### config.mk
export PLATFORM = sky130hd
export DESIGN_NAME = seg_scan_driver
export DESIGN_NICKNAME = d
export VERILOG_FILES = /design/src/rtl/seg_scan_driver.sv
export SDC_FILE = /design/constraint.sdc
export NUM_CORES = 1
export LEC_CHECK = 0
export BUFFER_PORTS_ARGS = -buffer_cell sky130_fd_sc_hd__buf_2
export CAP_MARGIN = 20
export CORE_UTILIZATION = 53
export DETAILED_ROUTE_END_ITERATION = 7
export PLACE_DENSITY = 0.88
export SLEW_MARGIN = 20
export SYNTH_ARGS = -nofsm -noshare
export SYNTH_HDL_FRONTEND = slang
export SYNTH_SLANG_ARGS = --single-unit
### constraint.sdc
create_clock -name clk -period 3.6 [get_ports clk]
set_input_delay 0.72 -clock clk [delete_from_list [all_inputs] [get_ports clk]]
set_output_delay 0.72 -clock clk [all_outputs]
set_load 0.02 [all_outputs]
### src/rtl/seg_scan_driver.sv
// Multiplexed 7-segment scan driver with frame-synchronous data update.
// Ports: clk, rst (async high), enable, load, bcd_in, dp_in -> seg, an, frame_done.
module seg_scan_driver #(
  parameter int unsigned DIGITS   = 4,
  parameter int unsigned SCAN_DIV = 50000,
  parameter int unsigned GAP_CYC  = 16,
  parameter bit          HEX_MODE = 1'b0,
  parameter bit          BLANK_LZ = 1'b1
) (
  input  logic                  clk,
  input  logic                  rst,
  input  logic                  enable,
  input  logic                  load,
  input  logic [4*DIGITS-1:0]   bcd_in,
  input  logic [DIGITS-1:0]     dp_in,
  output logic [7:0]            seg,
  output logic [DIGITS-1:0]     an,
  output logic                  frame_done
);

  localparam int unsigned MAXC = (SCAN_DIV > GAP_CYC) ? SCAN_DIV : GAP_CYC;
  localparam int unsigned CW   = $clog2(MAXC + 1);
  localparam int unsigned DW   = (DIGITS > 1) ? $clog2(DIGITS) : 1;

  localparam logic [CW-1:0] SHOW_LAST = CW'(SCAN_DIV - 1);
  localparam logic [CW-1:0] GAP_LAST  = CW'((GAP_CYC > 0) ? GAP_CYC - 1 : 0);
  localparam logic [DW-1:0] DIG_LAST  = DW'(DIGITS - 1);
  localparam logic [6:0]    DASH      = 7'b0111111;

  typedef enum logic [1:0] {OFF, SHOW, GAP} state_t;

  state_t                state, state_n;
  logic [CW-1:0]         cnt, cnt_n;
  logic [DW-1:0]         dig, dig_n;
  logic [4*DIGITS-1:0]   pend, act, act_n;
  logic [DIGITS-1:0]     pdp, adp, adp_n;
  logic [DIGITS-1:0]     blank;
  logic                  lz;
  logic [3:0]            code;
  logic [7:0]            seg_n;
  logic [DIGITS-1:0]     an_n;
  logic                  fd_n;

  function automatic logic [6:0] decode(input logic [3:0] c);
    if (!HEX_MODE && c > 4'd9) return DASH;
    case (c)
      4'h0: return 7'b1000000;
      4'h1: return 7'b1111001;
      4'h2: return 7'b0100100;
      4'h3: return 7'b0110000;
      4'h4: return 7'b0011001;
      4'h5: return 7'b0010010;
      4'h6: return 7'b0000010;
      4'h7: return 7'b1111000;
      4'h8: return 7'b0000000;
      4'h9: return 7'b0010000;
      4'hA: return 7'b0001000;
      4'hB: return 7'b0000011;
      4'hC: return 7'b1000110;
      4'hD: return 7'b0100001;
      4'hE: return 7'b0000110;
      default: return 7'b0001110;
    endcase
  endfunction

  // Next state. Active data is refreshed from pending only when a frame
  // wraps, when the scan is stopped, or when it (re)starts from OFF.
  always_comb begin
    state_n = state;
    cnt_n   = cnt;
    dig_n   = dig;
    act_n   = act;
    adp_n   = adp;
    if (!enable) begin
      state_n = OFF;
      cnt_n   = '0;
      dig_n   = '0;
      act_n   = pend;
      adp_n   = pdp;
    end else begin
      unique case (state)
        OFF: begin
          state_n = SHOW;
          cnt_n   = '0;
          dig_n   = '0;
          act_n   = pend;
          adp_n   = pdp;
        end
        SHOW: begin
          if (cnt == SHOW_LAST) begin
            cnt_n = '0;
            if (GAP_CYC > 0) begin
              state_n = GAP;
            end else if (dig == DIG_LAST) begin
              dig_n = '0;
              act_n = pend;
              adp_n = pdp;
            end else begin
              dig_n = dig + DW'(1);
            end
          end else begin
            cnt_n = cnt + CW'(1);
          end
        end
        GAP: begin
          if (cnt == GAP_LAST) begin
            cnt_n   = '0;
            state_n = SHOW;
            if (dig == DIG_LAST) begin
              dig_n = '0;
              act_n = pend;
              adp_n = pdp;
            end else begin
              dig_n = dig + DW'(1);
            end
          end else begin
            cnt_n = cnt + CW'(1);
          end
        end
        default: state_n = OFF;
      endcase
    end
  end

  // Leading-zero mask, scanned from the most significant digit down.
  always_comb begin
    blank = '0;
    lz    = 1'b1;
    for (int i = DIGITS - 1; i >= 1; i--) begin
      lz       = lz && (act_n[4*i +: 4] == 4'd0);
      blank[i] = BLANK_LZ && lz;
    end
  end

  // Outputs are decoded from the next state so the registered pins line
  // up with the state they describe.
  always_comb begin
    seg_n = 8'hFF;
    an_n  = '1;
    code  = act_n[4*int'(dig_n) +: 4];
    if (state_n == SHOW) begin
      an_n[dig_n]  = 1'b0;
      seg_n[6:0]   = blank[dig_n] ? 7'h7F : decode(code);
      seg_n[7]     = ~adp_n[dig_n];
    end
    if (GAP_CYC > 0)
      fd_n = (state_n == GAP) && (dig_n == DIG_LAST) &&
             (cnt_n == GAP_LAST);
    else
      fd_n = (state_n == SHOW) && (dig_n == DIG_LAST) &&
             (cnt_n == SHOW_LAST);
  end

  always_ff @(posedge clk or posedge rst) begin
    if (rst) begin
      state      <= OFF;
      cnt        <= '0;
      dig        <= '0;
      pend       <= '0;
      pdp        <= '0;
      act        <= '0;
      adp        <= '0;
      seg        <= 8'hFF;
      an         <= '1;
      frame_done <= 1'b0;
    end else begin
      state      <= state_n;
      cnt        <= cnt_n;
      dig        <= dig_n;
      act        <= act_n;
      adp        <= adp_n;
      seg        <= seg_n;
      an         <= an_n;
      frame_done <= fd_n;
      if (load) begin
        pend <= bcd_in;
        pdp  <= dp_in;
      end
    end
  end

endmodule
==> reports/qor.yml, run 1 <==
async_reset_ff_share_pct: 100
dieArea_um2: 7410
cts_buffer_depth: 2
ys_warn_count: 0
synth_cell_type_count: 55
antennaDiodeCount: 0
grt_max_degree: 44
drv_slew: 0
wl_met2_um: 3830
relSlewSlack_pct: 61.7
synthesis.area_um2: 3740
powerDensity_nw_per_um2: 414
crit_required_ns: 3.89
hpwl_um: 5740
cp_slowest_cell: "dfrtp_1"
drtAntennaViolNets: 0
initial_core_util_pct: 55.1
cts.sinks: 73
finalCritPeriodShare_pct: 94.4
netlist_instances: 342
chipWidth_um: 86.1
h-tree-depth: 3
cp_num_buf_inv: 1
synth_edf_count: 0
setup_viol: 0
io_pins: 37
cpPeakStageDelay_ns: 0.43
met1_length_um: 3510
synth_area_per_cell_um2: 10.9
fin_ws_ns: 0.202
wl_um: 7940
rsz0062_at_grt: "false"
wl_met3_um: 449
drt-initial-drc-count: 312
seq_area_frac_synth_pct: 49.2
critPathKind: "reg -> reg"
worst-path-max-fanout: 16
die_y_um: 86.1
status: "finished, final reports clean"
clock.fmax_mhz: 294
wl_per_cell_um: 16.3
layout_commonest_cell: "dfrtp_1"
clkTransAtPathRegs_ns: 0.08
grt_pass1_vias: 2674
cts_made_buffers: 9
grt_overflow_total: 0
min_path_type: "in -> async"
placementRows: 30
critPathTopFamily: "compound AO/OA/AOI/OAI gates"
totalNegativeSetupSlack_ns: 0
clk_latency_ns: 0.36
end_kind: "flip-flop"
gp_congestion: 0.912
grt_pass1_wl_um: 13200
drtPass1Iterations: 5
p_leak_uw: 0.00180
top_layer: "met4"
num_vias: 2776
path_cells: "ha_1 -> nor4b_4 -> and4_4 -> a211oi_4 -> buf_12 -> mux2_2 -> a41o_1 -> a221oi_4 -> ha_1 -> o21ai_1 -> a21bo_1 -> a311o_1"
grt.total_usage_pct: 23.3
pre_cts_ws_ns: 0.130
cp-start-kind: "flip-flop"
vias_per_cell: 5.69
final_cell_mix: "dfrtp_1, mux2_2, buf_2"
coreArea_um2: 6790
synth_seq_cells: 73
hold_viol: 0
fin_skew_ns: 0.0133
nets: 419
yosys_most_used_dff: "dfrtp_1"
drive_gt1_share_pct: 30.9
syn_nets: 374
root_buffer: "clkbuf_8"
portBuffers: 36
worstPathArrival_ns: 3.68
drc_errors: 0
cts_tree: "done"
cpMostUsedCell: "ha_1"
ctsHoldBuffers: 0
worst_pin_slew_ns: 0.571
syn2layout_area_growth_pct: 13.1
ir_worst_vdd_mv: 0.261
maxCapViolations: 0
fin_crit_ns: 3.40
antenna_found_initial: 0
[worst reg2reg max path: cells and delay by family, from the launching register on]
kind                       cells  cell delay, ns
DFF                            1            0.43
AOI/OAI and AO/OA              6            1.46
adders and majority gates      2            0.54
muxes                          1            0.36
buffers and inverters          1            0.19
and+or+nand+nor                2            0.36
[flip-flops by register name, summed over array words and instances (netlist names)]
signal	flops
adp	4
seg	8
cnt	16
an	4
pend	16
state	2
dig	2
act	16
pdp	4
frame_done	1
[cells in the mapped netlist (8+ instances only)]
cell / number / area share [%]
mux2i_1: 8 / 2.1
o21ai_0: 10 / 1.3
nand2_1: 32 / 3.2
inv_1: 14 / 1.4
xor2_1: 9 / 2.1
ha_1: 8 / 2.7
mux2_2: 36 / 11
dfrtp_1: 61 / 41
nor2_1: 34 / 3.4
nor3_1: 8 / 1.1
nand3_1: 12 / 1.6
xnor2_1: 9 / 2.1
nand4_1: 9 / 1.5
dfstp_2: 12 / 8.4
[path summary, 6_finish.rpt]
path / start / to / slack, ns / cells past startpoint
setup / recovery: cnt[0] / seg[4] / 0.20 / 12
hold / removal: rst / state[1] / 0.24 / 2
setup reg to reg: cnt[0] / seg[4] / 0.20 / 12
hold reg to reg: adp[0] / adp[0] / 0.50 / 1
max in group asynchronous: rst / seg[6] / 2.61 / 3
min in group clk: adp[0] / adp[0] / 0.50 / 1
[cell type report]
class	instances	area, µm²
Clock inverter	6	36.3
Sequential cell	73	1840
Clock buffer	10	128
Fill cell	496	2560
Timing Repair Buffer	47	275
Tap cell	96	120
Inverter	14	52.6
Multi-Input combinational cell	242	1780
[logic make-up after synthesis]
| logic type | Yosys count | synth area share, % |
|---|---|---|
| buffers and inverters | 27 | 3.61 |
| multiplexers | 45 | 13.4 |
| AO/OA/AOI/OAI | 52 | 10.7 |
| AND/OR/NAND/NOR | 119 | 16.3 |
| flip-flops | 73 | 49.2 |
| XOR/XNOR | 18 | 4.21 |
| adder cells (fa/ha/maj) | 8 | 2.67 |
[power breakdown]
part / leakage [µW] / switching [µW] / internal [µW]
logic: 0.000832 / 149 / 120
registers: 0.000886 / 36.5 / 896
clock network: 0.0000858 / 303 / 246
total: 0.00180 / 489 / 1260
[per-stage QoR]
stage	util, %	instance area (µm²)	hold slack, ns	std cells	power, µW
2_1_floorplan	-	3740	0.467	342	1130
3_5_place_dp	59.7	4060	0.484	472	1210
4_1_cts	62.1	4220	0.231	488	1760
3_3_place_gp	59.7	4060	0.481	472	1200
6_report	62.3	4240	0.238	488	1750
5_1_grt	62.3	4240	0.234	488	1840
[metal layers]
metal	global-route usage, %	up-vias
met4	9.85	0
met1	32.3	1367
met2	35.5	96
li1	-	1301
met3	4.91	12
met5	0	-
[repair_timing]
item / CTS / global route
gates resized for setup: 0 / 3
endpoints found under the setup margin: 0 / 5
setup buffers: 0 / 0
(Power assumes the default switching activity.)
==> run 2: changes to the inputs <==
--- a/config.mk
+++ b/config.mk
@@ -10,6 +10,7 @@
 export CORE_UTILIZATION = 53
 export DETAILED_ROUTE_END_ITERATION = 7
 export PLACE_DENSITY = 0.88
+export SETUP_SLACK_MARGIN = 0.3
 export SLEW_MARGIN = 20
 export SYNTH_ARGS = -nofsm -noshare
 export SYNTH_HDL_FRONTEND = slang
==> run 2 against run 1 <==
Net effect:
- cell area rose by 4.4%
- clock power up 18%
- sequential share of layout area shrank 1.8 points
- die area is the same
- critical path type unchanged
- largest cell class unchanged
- highest routed layer unchanged
==> reports/qor.yml, run 2 (same netlist as run 1, synthesis figures left out) <==
setup_viol: 0
placementRows: 30
wl_um: 8730
cts_made_buffers: 9
critPathKind: "reg -> reg"
grt_pass1_wl_um: 13500
status: "finished, final reports clean"
dieArea_um2: 7410
fin_skew_ns: 0.0112
crit_required_ns: 3.89
final_cell_mix: "dfrtp_1, buf_2, mux2_2, nor2_1, nand2_1"
worst-path-max-fanout: 6
cts.sinks: 73
worstPathArrival_ns: 3.68
nets: 433
grt_overflow_total: 0
finalCritPeriodShare_pct: 94.1
h-tree-depth: 3
grt_max_degree: 33
coreArea_um2: 6790
wl_met3_um: 331
cpPeakStageDelay_ns: 0.47
num_vias: 2900
vias_per_cell: 5.78
hold_viol: 0
rsz0062_at_grt: "true"
grt.total_usage_pct: 23.9
met1_length_um: 3770
drive_gt1_share_pct: 36.9
cp-start-kind: "flip-flop"
multi_input_area_um2: 1830
drtPass1Iterations: 4
cts_tree: "done"
top_regs: "act: 16 flops, cnt: 16 flops, pend: 16 flops"
p_leak_uw: 0.00189
drv_slew: 0
powerDensity_nw_per_um2: 428
totalNegativeSetupSlack_ns: 0
power_uw: 1890
final_cells: 502
initial_core_util_pct: 55.1
end_kind: "flip-flop"
critPathTopFamily: "compound AO/OA/AOI/OAI gates"
top_layer: "met4"
cts_buffer_depth: 2
syn2layout_area_growth_pct: 18.1
fin_crit_ns: 3.39
clk_latency_ns: 0.36
portBuffers: 36
gp_congestion: 0.904
fin_util_pct: 65.1
maxCapViolations: 0
placed_cells: 470
chipWidth_um: 86.1
ir_worst_vdd_mv: 0.301
root_buffer: "clkbuf_8"
final_area_um2: 4420
layout_commonest_cell: "dfrtp_1"
clock.fmax_mhz: 295
reg2reg_slack_ns: 0.21
drt-initial-drc-count: 295
ctsHoldBuffers: 0
fill_cells: 509
grt_pass1_vias: 2785
regArea_um2: 1840
relSlewSlack_pct: 54.6
wl_met2_um: 4450
cp_num_buf_inv: 0
drc_errors: 0
antennaDiodeCount: 0
drtAntennaViolNets: 0
die_y_um: 86.1
min_path_type: "in -> async"
clkTransAtPathRegs_ns: 0.08
antenna_found_initial: 0
placed_cell_area_um2: 4040
worst_pin_slew_ns: 0.680
hpwl_um: 5710
path_cells: "nor4bb_2 -> and4_4 -> mux2_2 -> o211a_1 -> a221oi_4 -> ha_2 -> o21ai_2 -> a21bo_2 -> a311o_1"
cp_slowest_cell: "a221oi_4"
wl_per_cell_um: 17.4
io_pins: 37
==> run 2: timing repair <==
action                                 in CTS  in global routing
endpoints found under the hold margin       0                  0
gates resized for setup                     4                 19
cloned                                      0                  1
buffers inserted                            1                 14
pin swaps                                   1                  6
setup endpoints to repair                   7                  7
==> run 2: where the power goes <==
group | total [µW] | switching [µW] | internal [µW]
registers | 934 | 38.1 | 896
logic | 311 | 167 | 143
clock network | 649 | 326 | 323
total | 1890 | 532 | 1360
==> run 2: per-layer routing <==
| layer | global-route usage, % | up-vias |
|---|---|---|
| li1 | - | 1337 |
| met1 | 31.2 | 1454 |
| met2 | 39.0 | 93 |
| met3 | 4.43 | 16 |
| met4 | 10.9 | 0 |
| met5 | 0 | - |
==> run 2: path summary, 6_finish.rpt <==
check                           depth (start not counted)  startpoint       end
worst max-delay path                                    9     cnt[14]    seg[4]
worst min-delay path                                    2         rst  pend[13]
worst max register to register                          9     cnt[14]    seg[4]
worst min register to register                          1      adp[2]    adp[2]
max in group asynchronous                               3         rst     an[0]
min in group clk                                        1      adp[2]    adp[2]
==> run 2: stage by stage <==
stage | hold WS (ns) | setup slack, ns
3_5_place_dp | 0.488 | 0.0185
2_1_floorplan | 0.467 | 0.336
5_1_grt | 0.497 | 0.132
4_1_cts | 0.478 | 0.306
6_report | 0.460 | 0.212
3_3_place_gp | 0.481 | 0.168
==> run 2: worst reg2reg max path: stages, from the launching register on <==
cell	delay [ns]
dfrtp_1	0.46
nor4bb_2	0.41
and4_4	0.36
mux2_2	0.38
o211a_1	0.33
a221oi_4	0.47
ha_2	0.31
o21ai_2	0.07
a21bo_2	0.25
a311o_1	0.28
==> run 2: area by class of cell <==
cell class                 instances  area share, %
clock buffer                      10           2.89
clock inverter                     6           1.56
inverter                          14           1.19
multi-input combinational        242           41.4
sequential                        73           41.7
tap                               96           2.72
timing repair buffer              61           8.52
==> run 3: changes to the inputs <==
--- a/config.mk
+++ b/config.mk
@@ -7,6 +7,7 @@
 export LEC_CHECK = 0
 export BUFFER_PORTS_ARGS = -buffer_cell sky130_fd_sc_hd__buf_2
 export CAP_MARGIN = 20
+export CORE_ASPECT_RATIO = 0.8
 export CORE_UTILIZATION = 53
 export DETAILED_ROUTE_END_ITERATION = 7
 export PLACE_DENSITY = 0.88
==> run 3 against run 2 <==
Net effect:
- flip-flop and latch count unchanged
- cell area is 0.31% higher
- combinational power shrank 2%
- register-to-register slack better by 0.07 ns
- critical path type unchanged
==> reports/qor.yml, run 3 (same netlist as run 1, synthesis figures left out) <==
io_pins: 37
relSlewSlack_pct: 51.6
portBuffers: 36
critPathKind: "reg -> reg"
grt.total_usage_pct: 25.4
cts_buffer_depth: 2
wl_met3_um: 658
clockPowerShare_pct: 34.5
h-tree-depth: 3
top_layer: "met4"
p_comb_share_pct: 16.1
cts.sinks: 73
nets: 433
reg2reg_slack_ns: 0.29
wl_met2_um: 4330
vias_per_cell: 6.02
fin_util_pct: 64.7
chipWidth_um: 96.0
hpwl_um: 5750
worstSetupStartpoint: "cnt[1]"
setup_viol: 0
crit_required_ns: 3.88
totalNegativeSetupSlack_ns: 0
cts_made_buffers: 9
layout_commonest_cell: "dfrtp_1"
grt_overflow_total: 0
initial_core_util_pct: 54.6
worstPathArrival_ns: 3.59
pwr-share-seq_pct: 49.4
power.share.switching_pct: 26.6
fin_skew_ns: 0.00847
endpoint: "seg[4]"
dieArea_um2: 7410
r2r-start: "cnt[1]"
p_sw_uw: 506
root_buffer: "clkbuf_8"
worst_pin_slew_ns: 0.725
end_kind: "flip-flop"
wl_um: 8990
num_vias: 2966
intPower_uw: 1390
reg2reg_depth: 14
worst-path-max-fanout: 6
ir_worst_vdd_mv: 0.240
drt-initial-drc-count: 295
drive_gt1_share_pct: 36.2
drtPass1Iterations: 5
drv_slew: 0
grt_pass1_vias: 2872
hold_viol: 0
antennaDiodeCount: 0
cp-start-kind: "flip-flop"
antenna_found_initial: 0
die_y_um: 77.2
powerDensity_nw_per_um2: 428
met1_length_um: 3840
grt_pass1_wl_um: 14200
coreArea_um2: 6860
ctsHoldBuffers: 0
p_leak_uw: 0.00188
clock.fmax_mhz: 302
placementRows: 27
grt_max_degree: 36
gp_congestion: 0.930
clk_latency_ns: 0.35
finalCritPeriodShare_pct: 92.0
fin_crit_ns: 3.31
cts_tree: "done"
worstReg2RegEnd: "seg[4]"
rsz0062_at_grt: "true"
drc_errors: 0
drtAntennaViolNets: 0
clkTransAtPathRegs_ns: 0.08
status: "finished, final reports clean"
wl_per_cell_um: 18.2
final_cell_mix: "dfrtp_1, buf_2, mux2_2"
maxCapViolations: 0
syn2layout_area_growth_pct: 18.4
top_regs: "act: 16 flops, cnt: 16 flops, pend: 16 flops"
min_path_type: "in -> async"
[run 3: changes by cell type in the layout (fill, tap and decap cells not counted), sizes merged]
| cell | previous run | this run |
|---|---|---|
| clkbuf | 10 | 12 |
| clkinv | 4 | 2 |
[run 3: layout make-up]
type	instances	area [µm²]
repair buffers	61	377
well taps	87	109
multi-input cells	242	1850
flip-flops and latches	73	1840
clock inverters	4	51.3
fillers	495	2420
inverters	14	52.6
clock buffers	12	155
[run 3: per-stage QoR]
step	setup slack [ns]	std cells	total power, µW	hold slack, ns	instance area [µm²]
6_report	0.286	493	1900	0.487	4440
5_1_grt	0.216	493	1980	0.534	4440
4_1_cts	0.301	482	1880	0.506	4280
3_5_place_dp	0.0325	459	1210	0.488	4010
3_3_place_gp	0.154	459	1200	0.482	4010
2_1_floorplan	0.336	342	1130	0.467	3750
[run 3: repair_timing]
| item | in CTS | in global routing |
|---|---|---|
| endpoints found under the hold margin | 0 | 0 |
| pin swaps | 0 | 5 |
| setup endpoints to repair | 7 | 5 |
| resized for setup | 6 | 15 |
| gates cloned | 0 | 1 |
| setup buffers | 7 | 10 |
[run 3: worst max-delay path, stage by stage, from the launching register on]
cell      delay, ns
dfrtp_1        0.42
ha_4           0.19
nor4b_4        0.14
and4_4         0.25
a211oi_4       0.33
buf_6          0.19
mux2i_4        0.25
nor2_1         0.06
a41o_1         0.23
a221oi_4       0.32
buf_6          0.17
ha_1           0.13
nor2b_1        0.17
a211oi_2       0.06
a311o_1        0.33
[run 3: per-layer routing]
layer	track usage, %	up-vias
li1	-	1330
met1	37.0	1444
met2	37.7	173
met3	4.46	19
met4	9.85	0
met5	0	-
[run 3: worst min path at each step]
stage / depth (start not counted) / endpoint / slack [ns]
after global placement: 1 / adp[0] / 0.48
final: 2 / pdp[2] / 0.49
after detailed placement: 1 / act[2] / 0.49
after CTS: 2 / pend[14] / 0.51
after floorplan: 1 / adp[0] / 0.47
after global routing: 1 / act[2] / 0.53
[run 3: power by group through the flow]
| stage | Combinational [µW] | Sequential, µW | Clock, µW |
|---|---|---|---|
| finish | 306 | 938 | 655 |
| global route | 329 | 943 | 706 |
| CTS | 278 | 935 | 662 |
| detailed placement | 263 | 949 | 0 |
| global placement | 251 | 945 | 0 |
| floorplan | 179 | 954 | 0 |
